--- config.mk ---
export PLATFORM = sky130hd
export DESIGN_NAME = onehot_decoder
export DESIGN_NICKNAME = d
export VERILOG_FILES = /design/src/rtl/onehot_decoder.sv
export SDC_FILE = /design/constraint.sdc
export NUM_CORES = 1
export LEC_CHECK = 0
export BUFFER_PORTS_ARGS = -buffer_cell sky130_fd_sc_hd__buf_2
export CAP_MARGIN = 20
export CORE_UTILIZATION = 52
export DETAILED_ROUTE_END_ITERATION = 8
export GPL_TIMING_DRIVEN = 0
export PLACE_DENSITY = 0.8
export SYNTH_ARGS = -nofsm -noshare
export SYNTH_HDL_FRONTEND = slang
export SYNTH_SLANG_ARGS = --single-unit
--- constraint.sdc ---
create_clock -name clk -period 2.21 [get_ports clk]
set_input_delay 0.1105 -clock clk [delete_from_list [all_inputs] [get_ports clk]]
set_output_delay 0.1105 -clock clk [all_outputs]
set_load 0.05 [all_outputs]
--- src/rtl/onehot_decoder.sv ---
// Sequential 3-to-8 one-hot decoder: codes are queued in a small FIFO and replayed
// as HOLD-cycle one-hot strobes on d, each followed by a single all-zero gap cycle.
module onehot_decoder #(
  parameter int unsigned HOLD  = 4,
  parameter int unsigned DEPTH = 4
) (
  input  logic                     clk,
  input  logic                     rst_n,
  input  logic [2:0]               code,
  input  logic                     code_valid,
  output logic                     code_ready,
  input  logic                     en,
  output logic [7:0]               d,
  output logic [$clog2(DEPTH):0]   fill,
  output logic                     busy
);

  localparam int unsigned AW = $clog2(DEPTH);
  localparam logic [AW:0]   FILL_FULL = (AW+1)'(DEPTH);
  localparam logic [AW:0]   FILL_ZERO = (AW+1)'(0);
  localparam logic [AW:0]   FILL_ONE  = (AW+1)'(1);
  localparam logic [AW-1:0] PTR_ZERO  = AW'(0);
  localparam logic [AW-1:0] PTR_ONE   = AW'(1);
  localparam logic [7:0]    HOLD_LAST = 8'(HOLD - 1);

  typedef enum logic [1:0] {
    IDLE   = 2'd0,
    STROBE = 2'd1,
    GAP    = 2'd2
  } state_t;

  function automatic logic [7:0] onehot(input logic [2:0] idx);
    onehot = 8'd1 << idx;
  endfunction

  logic [2:0]    mem_r [DEPTH];
  logic [AW-1:0] wr_ptr_r;
  logic [AW-1:0] rd_ptr_r;
  logic [AW:0]   fill_r;
  state_t        state_r;
  state_t        state_s;
  logic [7:0]    hold_r;
  logic [7:0]    hold_s;
  logic [7:0]    d_r;
  logic [7:0]    d_s;
  logic          push_s;
  logic          pop_s;

  assign code_ready = (fill_r != FILL_FULL);
  assign push_s     = code_valid && code_ready;
  // Pop only from IDLE while unblanked; a code written on this edge is never seen here.
  assign pop_s      = !en && (state_r == IDLE) && (fill_r != FILL_ZERO);

  assign d    = d_r & {8{~en}};
  assign fill = fill_r;
  assign busy = (fill_r != FILL_ZERO) || (state_r != IDLE);

  // FIFO storage, pointers and occupancy.
  always_ff @(posedge clk or negedge rst_n) begin
    if (!rst_n) begin
      for (int i = 0; i < int'(DEPTH); i++) begin
        mem_r[i] <= 3'd0;
      end
      wr_ptr_r <= PTR_ZERO;
      rd_ptr_r <= PTR_ZERO;
      fill_r   <= FILL_ZERO;
    end else begin
      if (push_s) begin
        mem_r[wr_ptr_r] <= code;
        wr_ptr_r        <= wr_ptr_r + PTR_ONE;
      end
      if (pop_s) begin
        rd_ptr_r <= rd_ptr_r + PTR_ONE;
      end
      case ({push_s, pop_s})
        2'b10:   fill_r <= fill_r + FILL_ONE;
        2'b01:   fill_r <= fill_r - FILL_ONE;
        default: fill_r <= fill_r;
      endcase
    end
  end

  // Replay FSM next-state logic; blanking freezes state, count and strobe.
  always_comb begin
    state_s = state_r;
    hold_s  = hold_r;
    d_s     = d_r;
    if (en) begin
      state_s = state_r;
    end else begin
      case (state_r)
        IDLE: begin
          if (pop_s) begin
            d_s     = onehot(mem_r[rd_ptr_r]);
            hold_s  = HOLD_LAST;
            state_s = STROBE;
          end else begin
            d_s = 8'h00;
          end
        end
        STROBE: begin
          if (hold_r == 8'd0) begin
            d_s     = 8'h00;
            state_s = GAP;
          end else begin
            hold_s = hold_r - 8'd1;
          end
        end
        GAP: begin
          d_s     = 8'h00;
          state_s = IDLE;
        end
        default: begin
          d_s     = 8'h00;
          hold_s  = 8'd0;
          state_s = IDLE;
        end
      endcase
    end
  end

  // Replay FSM registers.
  always_ff @(posedge clk or negedge rst_n) begin
    if (!rst_n) begin
      state_r <= IDLE;
      hold_r  <= 8'd0;
      d_r     <= 8'h00;
    end else begin
      state_r <= state_s;
      hold_r  <= hold_s;
      d_r     <= d_s;
    end
  end

endmodule

==> flow_metrics.py <==
metrics = {
    "die": {
        "ioPinCount": 20,
        "core_sq_um": 3390,
        "start_util": 0.554,
        "dieArea_sq_um": 3860,
        "dieWidth_um": 62.1,
        "row_count": 21,
        "fp.dieH_um": 62.1,
    },
    "timing": {
        "setup_viol_count_final": 0,
        "period_needed_ns": 2.11,
        "timing.hold.ws_ns": 0.0295,
        "fin_ws_ns": 0.0963,
        "rsz0062_at_grt": "false",
        "fin_tns_setup_ns": 0,
        "finalCritPeriodShare": 0.956,
        "timing.fmax_mhz": 473,
        "tightest_slew_ns": 0.796,
        "drv_slew": 0,
        "finClkSkew_ns": 0.00643,
        "slew-limit-headroom": 0.470,
        "finalHoldViolCount": 0,
    },
    "setup_path": {
        "path_cells": "clkbuf_1, nor2b_1, or3_1, clkbuf_2, or4_1, a21oi_1",
        "crit_path_end_kind": "register",
        "r2r_cells": 6,
        "cp.arrival_ns": 2.39,
        "critPathLaunchType": "register",
        "crit_family": "simple AND/OR/NAND/NOR gates",
        "worstReg2RegEnd": "hold_r[7]",
        "critPathBufInv": 2,
        "endpoint": "hold_r[7]",
        "cp.depth": 6,
        "slowest_stage": "or4_1",
        "path_class": "register to register",
        "r2r_start": "state_r[1]",
        "slowest_delay_ns": 0.53,
        "critPathLaunch": "state_r[1]",
        "r2r_slack_ns": 0.1,
        "cp_max_fo": 10,
        "crit_required_ns": 2.49,
    },
    "global_route": {
        "grt_pass1_vias": 1361,
        "grt_pass1_wl_um": 5930,
        "antenna_found_initial": 0,
        "gr-total-overflow": 0,
        "grt_use_total": 0.200,
        "grt_start_max_net_pins": 38,
    },
    "drt": {
        "via_per_inst": 5.55,
        "wl_um": 3390,
        "vias": 1332,
        "routedWlPerCell_um": 14.1,
        "top_layer_used": "met4",
        "drc": 0,
        "drtPass1Iterations": 4,
        "drt_iter0_drc": 98,
        "wl_met1_um": 1410,
        "wl_met2_um": 1800,
        "wl_met3_um": 116,
        "final_antenna_net_count": 0,
    },
    "synth": {
        "synth-seq-cells": 37,
        "async_flop_share": 1.00,
        "ys_seq_area_frac": 0.493,
        "synthCells": 165,
        "synth_warnings": 0,
        "syn_avg_cell_area_sq_um": 11.4,
        "synth_ff_type": "dfrtp_1",
        "synth_cell_types": 33,
        "synth_area_sq_um": 1880,
        "synth-edff-count": 0,
        "syn_nets": 179,
    },
    "placed_design": {
        "port_buffers": 19,
        "dpl_worst_slack_ns": -0.149,
        "hpwl_um": 2490,
        "gp_congestion": 0.834,
    },
    "finish": {
        "fill_cells": 251,
        "nets": 207,
        "areaGrowthSynthToFinish_pct": 15.0,
        "layout-drive-gt1-share": 0.309,
        "multi_input_area_sq_um": 902,
        "finish.utilization": 0.638,
        "antennaDiodeCount": 0,
        "regArea_sq_um": 930,
    },
    "run": {
        "maxCapViolCount": 0,
    },
    "power": {
        "finalPower_uw": 3350,
        "power.leakage_uw": 0.000973,
        "ir_drop_v": 0.000840,
        "p_per_area_nw_per_um2": 1550,
    },
    "clock_tree": {
        "htree_levels": 2,
        "clock-sinks": 37,
        "clkTransAtPathRegs_ns": 0.11,
        "numCtsBuffers": 5,
        "insertion_delay_ns": 0.35,
        "cts_tree": "built",
        "clockBufferDepth": 2,
        "root_buffer": "clkbuf_4",
    },
    "outcome": {
        "status": "complete, no violations",
    },
    "worst_hold_path": {
        "worstHoldPathType": "primary input to register",
    },
}
-- cells by family after synthesis --
| logic type | after synthesis | synth area share |
|---|---|---|
| compound gates | 29 | 0.110 |
| mux | 18 | 0.126 |
| fa+ha+maj | 7 | 0.0506 |
| xor+xnor | 6 | 0.0280 |
| simple gates | 50 | 0.156 |
| flops | 37 | 0.493 |
| buf+inv | 18 | 0.0373 |
-- cells in the mapped netlist, types with 2 or more instances --
master    number  area, sq um
a21oi_1        7         35.0
a32o_1         4         40.0
buf_2          2         10.0
clkbuf_1       5         18.8
dfrtp_1       37          926
ha_1           6         75.1
inv_1         11         41.3
mux2_2        15          169
mux4_2         3         67.6
nand2_1       11         41.3
nand2b_1       3         18.8
nor2_1         5         18.8
nor2b_1       11         68.8
nor4_1         2         12.5
o21ai_0        4         20.0
o31ai_1        7         52.6
or2_2          4         25.0
or3_1          2         12.5
or4_1          8         60.1
xnor2_1        3         26.3
xor2_1         3         26.3
-- sequential cells by signal, indices dropped and copies added (netlist names) --
register / flops
hold_r: 8
state_r: 2
mem_r: 12
d_r: 8
wr_ptr_r: 2
rd_ptr_r: 2
fill: 3
-- repair_timing --
item / CTS / global route
hold buffers: 1 / 0
pin swaps: 1 / 0
hold endpoints to repair: 37 / 0
gates cloned: 0 / 0
buffers inserted: 1 / 0
gates resized for setup: 2 / 3
setup endpoints to repair: 3 / 3
-- area by class of cell --
| type | instances | share of cell area |
|---|---|---|
| tap | 46 | 0.0266 |
| buffer | 7 | 0.0139 |
| multi-input combinational | 110 | 0.417 |
| clock buffer | 6 | 0.0237 |
| timing repair buffer | 21 | 0.0521 |
| clock inverter | 2 | 0.0174 |
| inverter | 11 | 0.0191 |
| sequential | 37 | 0.430 |
-- worst register-to-register path, delay by kind of cell (launching register included) --
kind / cells / cell delay [ns]
compound gates: 1 / 0.17
buf+inv: 2 / 0.40
flops: 1 / 0.37
simple gates: 3 / 1.10
-- how the worst min path moves through the flow --
stage                 start        end  slack (ns)  depth (start not counted)
CTS                 code[1]   mem_r[4]        0.02                          2
global route        code[0]   mem_r[6]        0.02                          2
detailed placement    rst_n  hold_r[5]        0.24                          1
finish              code[1]   mem_r[4]        0.03                          2
floorplan             rst_n     d_r[0]       -0.19                          0
global placement      rst_n  hold_r[5]        0.23                          1
-- through the flow --
stage | instance area [sq um] | instances
2_1_floorplan | 1880 | 165
3_3_place_gp | 2040 | 230
3_5_place_dp | 2040 | 230
4_1_cts | 2160 | 240
5_1_grt | 2160 | 240
6_report | 2160 | 240
-- layer usage --
metal	track usage	up-vias
met5	0	-
met4	0.105	0
met3	0.0607	6
met2	0.343	22
met1	0.222	657
li1	-	647
-- placed cells by master (no fill, tap or decap), drive strengths merged, types with 4 or more instances in the layout --
cell type	instances
a21oi	7
a32o	4
buf	22
clkbuf	11
dfrtp	37
ha	6
inv	11
mux2	15
nand2	11
nor2	5
nor2b	11
o21ai	4
o31ai	7
or2	5
or4	9
-- power breakdown --
part	leakage, uW	switching (uW)	internal (uW)
Sequential	0.000460	238	1000
Clock	0.0000445	232	269
Combinational	0.000469	916	690
Total	0.000973	1390	1960
No activity file was read; power rests on OpenSTA's default activity.
